$ cat src/rtl/wb_cmd_initiator.sv
// wb_cmd_initiator: turns single read/write commands from a valid/ready port
// into classic Wishbone cycles on the WBs_* signal set and returns the read
// data, or a timeout error, on a buffered response port.
module wb_cmd_initiator #(
    parameter int ADR_W          = 17,
    parameter int TIMEOUT_CYCLES = 256,
    parameter int CNT_W          = 9
) (
    input  logic             WB_CLK,
    input  logic             WB_RST_n,
    // command port
    input  logic             cmd_valid,
    output logic             cmd_ready,
    input  logic             cmd_we,
    input  logic [ADR_W-1:0] cmd_adr,
    input  logic [3:0]       cmd_be,
    input  logic [31:0]      cmd_wdat,
    // response port
    output logic             rsp_valid,
    input  logic             rsp_ready,
    output logic [31:0]      rsp_rdat,
    output logic             rsp_err,
    // Wishbone initiator side
    output logic [ADR_W-1:0] WBs_ADR,
    output logic             WBs_CYC,
    output logic             WBs_STB,
    output logic             WBs_WE,
    output logic             WBs_RD,
    output logic [3:0]       WBs_BYTE_STB,
    output logic [31:0]      WBs_WR_DAT,
    input  logic [31:0]      WBs_RD_DAT,
    input  logic             WBs_ACK
);

    typedef enum logic [1:0] {IDLE, BUS, RESP} state_t;

    typedef struct packed {
        logic        err;
        logic [31:0] rdat;
    } rsp_t;

    // A zero TIMEOUT_CYCLES leaves the cycle open until the client ACKs.
    localparam bit               TO_EN   = (TIMEOUT_CYCLES != 0);
    localparam logic [CNT_W-1:0] TO_LAST = CNT_W'(TIMEOUT_CYCLES - 1);

    state_t           state, state_nxt;
    logic [CNT_W-1:0] cnt;
    rsp_t             rsp_q;
    logic             accept, ack_hit, timeout_hit;

    // State register; reset drops straight back to IDLE, losing any response.
    always_ff @(posedge WB_CLK or negedge WB_RST_n) begin
        if (!WB_RST_n) state <= IDLE;
        else           state <= state_nxt;
    end

    // Next state and handshake strobes; ACK beats a timeout on the same edge.
    always_comb begin
        state_nxt   = state;
        cmd_ready   = 1'b0;
        accept      = 1'b0;
        ack_hit     = 1'b0;
        timeout_hit = 1'b0;
        case (state)
            IDLE: begin
                cmd_ready = 1'b1;
                if (cmd_valid) begin
                    accept    = 1'b1;
                    state_nxt = BUS;
                end
            end
            BUS: begin
                if (WBs_ACK) begin
                    ack_hit   = 1'b1;
                    state_nxt = RESP;
                end else if (TO_EN && cnt == TO_LAST) begin
                    timeout_hit = 1'b1;
                    state_nxt   = RESP;
                end
            end
            RESP: begin
                if (rsp_ready) state_nxt = IDLE;
            end
            default: state_nxt = IDLE;
        endcase
    end

    // Bus drivers: latch the command on accept, drop only the control strobes
    // when the cycle ends so address/data/byte lanes keep their last values.
    always_ff @(posedge WB_CLK or negedge WB_RST_n) begin
        if (!WB_RST_n) begin
            WBs_ADR      <= '0;
            WBs_BYTE_STB <= '0;
            WBs_WR_DAT   <= '0;
            WBs_WE       <= 1'b0;
            WBs_CYC      <= 1'b0;
            WBs_STB      <= 1'b0;
            WBs_RD       <= 1'b0;
        end else if (accept) begin
            WBs_ADR      <= cmd_adr;
            WBs_BYTE_STB <= cmd_be;
            WBs_WR_DAT   <= cmd_wdat;
            WBs_WE       <= cmd_we;
            WBs_CYC      <= 1'b1;
            WBs_STB      <= 1'b1;
            WBs_RD       <= ~cmd_we;
        end else if (ack_hit || timeout_hit) begin
            WBs_WE  <= 1'b0;
            WBs_CYC <= 1'b0;
            WBs_STB <= 1'b0;
            WBs_RD  <= 1'b0;
        end
    end

    // Timeout counter: counts edges spent in BUS without an ACK.
    always_ff @(posedge WB_CLK or negedge WB_RST_n) begin
        if (!WB_RST_n)                    cnt <= '0;
        else if (accept)                  cnt <= '0;
        else if (state == BUS && TO_EN)   cnt <= cnt + 1'b1;
    end

    // Response capture; held untouched through RESP so stray ACKs are ignored.
    always_ff @(posedge WB_CLK or negedge WB_RST_n) begin
        if (!WB_RST_n) begin
            rsp_q <= '0;
        end else if (ack_hit) begin
            rsp_q.err  <= 1'b0;
            rsp_q.rdat <= WBs_RD ? WBs_RD_DAT : 32'h0;
        end else if (timeout_hit) begin
            rsp_q.err  <= 1'b1;
            rsp_q.rdat <= 32'h0;
        end
    end

    assign rsp_valid = (state == RESP);
    assign rsp_rdat  = rsp_q.rdat;
    assign rsp_err   = rsp_q.err;

endmodule

$ cat config.mk
export PLATFORM = sky130hd
export DESIGN_NAME = wb_cmd_initiator
export DESIGN_NICKNAME = d
export VERILOG_FILES = /design/src/rtl/wb_cmd_initiator.sv
export SDC_FILE = /design/constraint.sdc
export NUM_CORES = 1
export LEC_CHECK = 0
export ABC_AREA = 0
export BUFFER_PORTS_ARGS = -buffer_cell sky130_fd_sc_hd__buf_2
export CAP_MARGIN = 20
export CORE_MARGIN = 1
export CORE_UTILIZATION = 50
export DETAILED_ROUTE_END_ITERATION = 6
export PLACE_DENSITY = 0.85
export SYNTH_ARGS = -nofsm -noshare
export SYNTH_HDL_FRONTEND = slang
export SYNTH_SLANG_ARGS = --single-unit
$ cat constraint.sdc
create_clock -name WB_CLK -period 3 [get_ports WB_CLK]
set_input_delay 0 -clock WB_CLK [delete_from_list [all_inputs] [get_ports WB_CLK]]
set_output_delay 0 -clock WB_CLK [all_outputs]
set_load 0.02 [all_outputs]
-- Word-level counts from Yosys, hierarchy flattened
Index checks and enable logic that the tools add are counted.
- register bits: 100
- input port bits: 91
- add/sub/neg operators: 1
- eq/ne operators: 6
- multiplexer cells: 22
- bitwise logic cells: 1
- reductions and logical operators: 6
- operator list (operator ; number):
    two-way mux 33 bit ; 2
    two-way mux 32 bit ; 1
    two-way mux 9 bit ; 2
    two-way mux 1 bit ; 12
    adder 9 x 1 -> 9 bit (second input constant) ; 1
    equality test 9 x 8 -> 1 bit (second input constant) ; 1
    two-way mux 2 bit ; 4
    case mux 2 bit (3 select lines) ; 1
    nonzero test 2 bit ; 3
    inequality test 3 bit (second input constant) ; 1
    AND reduction 3 bit ; 1
    equality test 2 x 1 -> 1 bit (second input constant) ; 1
    equality test 2 bit (second input constant) ; 1
    logical NOT 2 bit ; 1
    inequality test 2 x 1 -> 1 bit (second input constant) ; 1
    inequality test 2 bit (second input constant) ; 1
    logical OR 1 bit ; 1
    inverter 1 bit ; 1

-- Longest topological paths before layout
- word-level depth: 7
- gate-level depth with buffers: 9
- mapped depth without buffers: 8

-- Least setup slack after synthesis
Ideal clock, no wire load.
- path kind: flip-flop to flip-flop
- start: register cnt[0]
- end: register rsp_q (netlist bit rsp_rdat[10])
- setup time: 0.066 ns
- arrival: 1.951 ns
- required time: 2.934 ns
- slack: 0.984 ns
- stages on the path, launching flop included: 10
- cell sequence: dfrtp_1 > ha_1 > and3_1 > nand3_1 > nor2_1 > ha_1 > or2_2 > nand2_2 > clkbuf_1 > a22o_1
- word-level cells in the longest chain between the ends: 5
- ends and longest elaborated chain (item ; line ; source):
    start, declared ; 47 ; logic [CNT_W-1:0] cnt;
    start signal, assigned ; 119 ; else if (state == BUS && TO_EN) cnt <= cnt + 1'b1;
    equality test 9 x 8 -> 1 bit ; 76 ; end else if (TO_EN && cnt == TO_LAST) begin
    two-way mux 1 bit ; 76 ;
    two-way mux 1 bit ; 73 ; if (WBs_ACK) begin
    two-way mux 1 bit ; 64 ; case (state)
    nonzero test 2 bit (no line) ; -- ;
    end, declared ; 48 ; rsp_t rsp_q;
Every way passes these cells.
A chain may end at the register's enable or synchronous reset.

-- Final worst setup path
- start: register cnt[0]
- end: register rsp_q (netlist bit rsp_rdat[14])
Same word-level chain as after synthesis.

==> results.py <==
metrics = {
    "synth": {
        "ys_seq_area_share_pct": 65.08,
        "synth-edff-count": 0,
        "synth_nets": 461,
        "synth-main-ff-cell": "dfrtp_1",
        "synthCells": 368,
        "syn_area_per_cell_um2": 10.45,
        "synth_area_um2": 3845,
        "synthArstFlopShare_pct": 100.0,
        "ys_ff_latch": 100,
        "ys_types": 33,
        "synth_warnings": 0,
    },
    "worst_setup_path": {
        "crit_chain": "ha_1 -> and3_1 -> nand3_1 -> nor2_1 -> ha_1 -> or2_2 -> nand2_2 -> a22o_1",
        "critical_path.max_stage_delay_ps": 520,
        "required_ps": 3250,
        "cp-start-kind": "register",
        "path_max_fanout": 34,
        "crit_family": "simple AND/OR/NAND/NOR gates",
        "crit_path_end_kind": "register",
        "cp.arrival_ps": 2680,
        "cp_num_buf_inv": 0,
        "worstSetupPathType": "reg2reg",
        "ff2ff_setup_slack_ps": 560,
        "rr_worst_depth": 8,
        "cp_slowest_cell": "nand2_2",
        "rr_endpoint": "rsp_rdat[14]",
        "path_common_cell": "ha_1",
        "r2r_start": "cnt[0]",
    },
    "timing": {
        "setup_tns_ps": 0,
        "final-hold-violation-count": 0,
        "fin_hold_ws_ps": 20.51,
        "period_share_pct": 81.23,
        "relSlewSlack_pct": 54.94,
        "finClkSkew_ps": 18.58,
        "final-max-slew-violation-count": 0,
        "rsz0062_at_grt": "no",
        "fmax_mhz": 410.4,
        "worst_pin_slew_ps": 673.5,
        "finalSetupViolCount": 0,
        "period_minus_slack_ps": 2437,
    },
    "pwr": {
        "pwr-share-comb_pct": 44.8,
        "total_power_mw": 5.993,
        "p_int_mw": 3.404,
        "ir_drop_mv": 0.5902,
        "p_per_area_nw_per_um2": 1008,
        "switching_power_mw": 2.590,
        "seqPwrFrac_pct": 39.4,
        "switching_share_pct": 43.21,
        "p_clk_share_pct": 15.8,
        "power_leakage_nw": 3.271,
    },
    "drt": {
        "drt_iter0_drc": 110,
        "vias": 3793,
        "wirelength_um": 12160,
        "drtAntennaViolNets": 0,
        "drt-wirelength-per-cell_um": 16.48,
        "drcViolationCount": 0,
        "first_pass_iters": 6,
        "viasPerCell": 5.140,
    },
    "finish": {
        "syn2layout_area_growth_pct": 54.60,
        "post_route_cells_drive_above_1_share_pct": 32.86,
        "nets": 727,
        "final_cell_mix": "buf_2, nand2_1, dfrtp_1, dlygate4sd3_1, a22o_1",
        "layout_commonest_cell": "buf_2",
        "diodes": 0,
    },
    "floorplanning": {
        "io_pins": 183,
        "initial_core_util_pct": 52.45,
        "dieArea_um2": 8044,
        "die_y_um": 89.69,
        "rows": 31,
        "coreArea_um2": 7331,
        "die_w_um": 89.69,
    },
    "cts": {
        "cts_sinks": 100,
        "tritoncts": "done",
        "cts_made_buffers": 9,
        "cts_buffer_depth": 2,
        "clk_pin_slew_ps": 90,
        "clock_latency_ps": 350,
        "cts_resized": 0,
        "htree_levels": 3,
        "root_buffer": "clkbuf_8",
    },
    "hold_path": {
        "hold_end": "cnt[5]",
        "whs_path_depth": 3,
        "hold_start": "cmd_valid",
        "hold_path_class": "in2reg",
    },
    "place": {
        "gp_congestion": 0.7728,
        "hpwl_um": 6523,
        "port_buffers": 182,
    },
    "run": {
        "cap_violations": 0,
    },
    "grt": {
        "grt_pass1_wl_um": 18160,
        "grt_max_degree": 85,
        "grt_pass1_vias": 3786,
        "antenna_found_initial": 1,
        "grt-ovfl-total": 0,
        "grt_usage_pct": 30.85,
    },
    "status": {
        "outcome": "complete, no violations",
    },
}
routing by layer:
metal  part of all wire (%)  vias up  track usage (%)
met2                     49      219            51.24
met5                   0.12        -                0
li1                       -     1730                -
met3                    9.4       47            10.33
met1                     37     1795            35.48
met4                    3.8        2            16.45
per-stage QoR:
step | utilization [%] | worst slack (ps) | std cells | instance area [um2]
final | 81.09 | 563.1 | 738 | 5944
after floorplan | - | 983.7 | 368 | 3845
after global routing | 81.09 | 408.2 | 738 | 5944
after detailed placement | 65.49 | 713.5 | 632 | 4801
after global placement | 65.49 | 778.3 | 632 | 4801
after CTS | 80.71 | 697.3 | 737 | 5917
power by group through the flow:
stage	combinational (mW)	clock, mW	sequential [mW]
4_1_cts	2.60	0.961	2.32
3_3_place_gp	2.43	0	2.32
3_5_place_dp	2.51	0	2.34
2_1_floorplan	0.923	0	3.01
5_1_grt	2.91	1.02	2.44
6_report	2.68	0.946	2.36
area by class of cell:
class                      count  area, um2
timing repair buffer         278       1877
sequential                   100       2502
clock buffer                  11      141.4
multi-input combinational    242       1205
fill                         418       1386
clock inverter                 5      83.83
inverter                       3      11.26
tap                           99      123.9
worst max path at each step:
stage / startpoint / endpoint / cells after the start
floorplan: cnt[0] / rsp_rdat[10] / 9
detailed placement: cnt[0] / state[1] / 8
global route: cnt[0] / rsp_rdat[14] / 8
CTS: cnt[0] / rsp_rdat[10] / 8
finish: cnt[0] / rsp_rdat[14] / 8
global placement: cnt[0] / state[1] / 8
kinds of logic (layout without fill, tap and decap cells):
logic type	count (synthesis)	count (layout)	synth area share [%]
simple gates	185	185	19.07
flops	100	100	65.08
compound gates	53	53	11.00
buf+inv	26	297	3.710
fa+ha+maj	2	2	0.6507
xor+xnor	1	1	0.2278
mux	1	1	0.2603
what timing repair did:
item	CTS	global route
buffers inserted	0	0
endpoints found under the hold margin	171	0
hold buffers	89	0
endpoints found under the setup margin	0	0
synth_stat cells (3+ instances only):
cell type	n	area, um2
o21ai_0	6	30.03
inv_1	3	11.26
nand2_1	165	619.3
a22o_1	34	297.8
nor2_1	4	15.01
a21oi_1	3	15.01
clkbuf_1	11	41.29
dfrtp_1	100	2502
nand3_1	5	25.02
buf_6	4	45.04
buf_2	6	30.03
registers in the layout, summed over array words and instances (netlist names):
| register | cells |
|---|---|
| WBs_ADR | 17 |
| WBs_BYTE_STB | 4 |
| WBs_RD | 1 |
| WBs_STB | 1 |
| WBs_WE | 1 |
| WBs_WR_DAT | 32 |
| cnt | 9 |
| rsp_err | 1 |
| rsp_rdat | 32 |
| state | 2 |
worst min-delay path, delay by kind of cell:
| kind | cells | cell delay [ps] |
|---|---|---|
| AOI/OAI and AO/OA | 2 | 230 |
| buffers and inverters | 1 | 100 |
(Power assumes the default switching activity.)
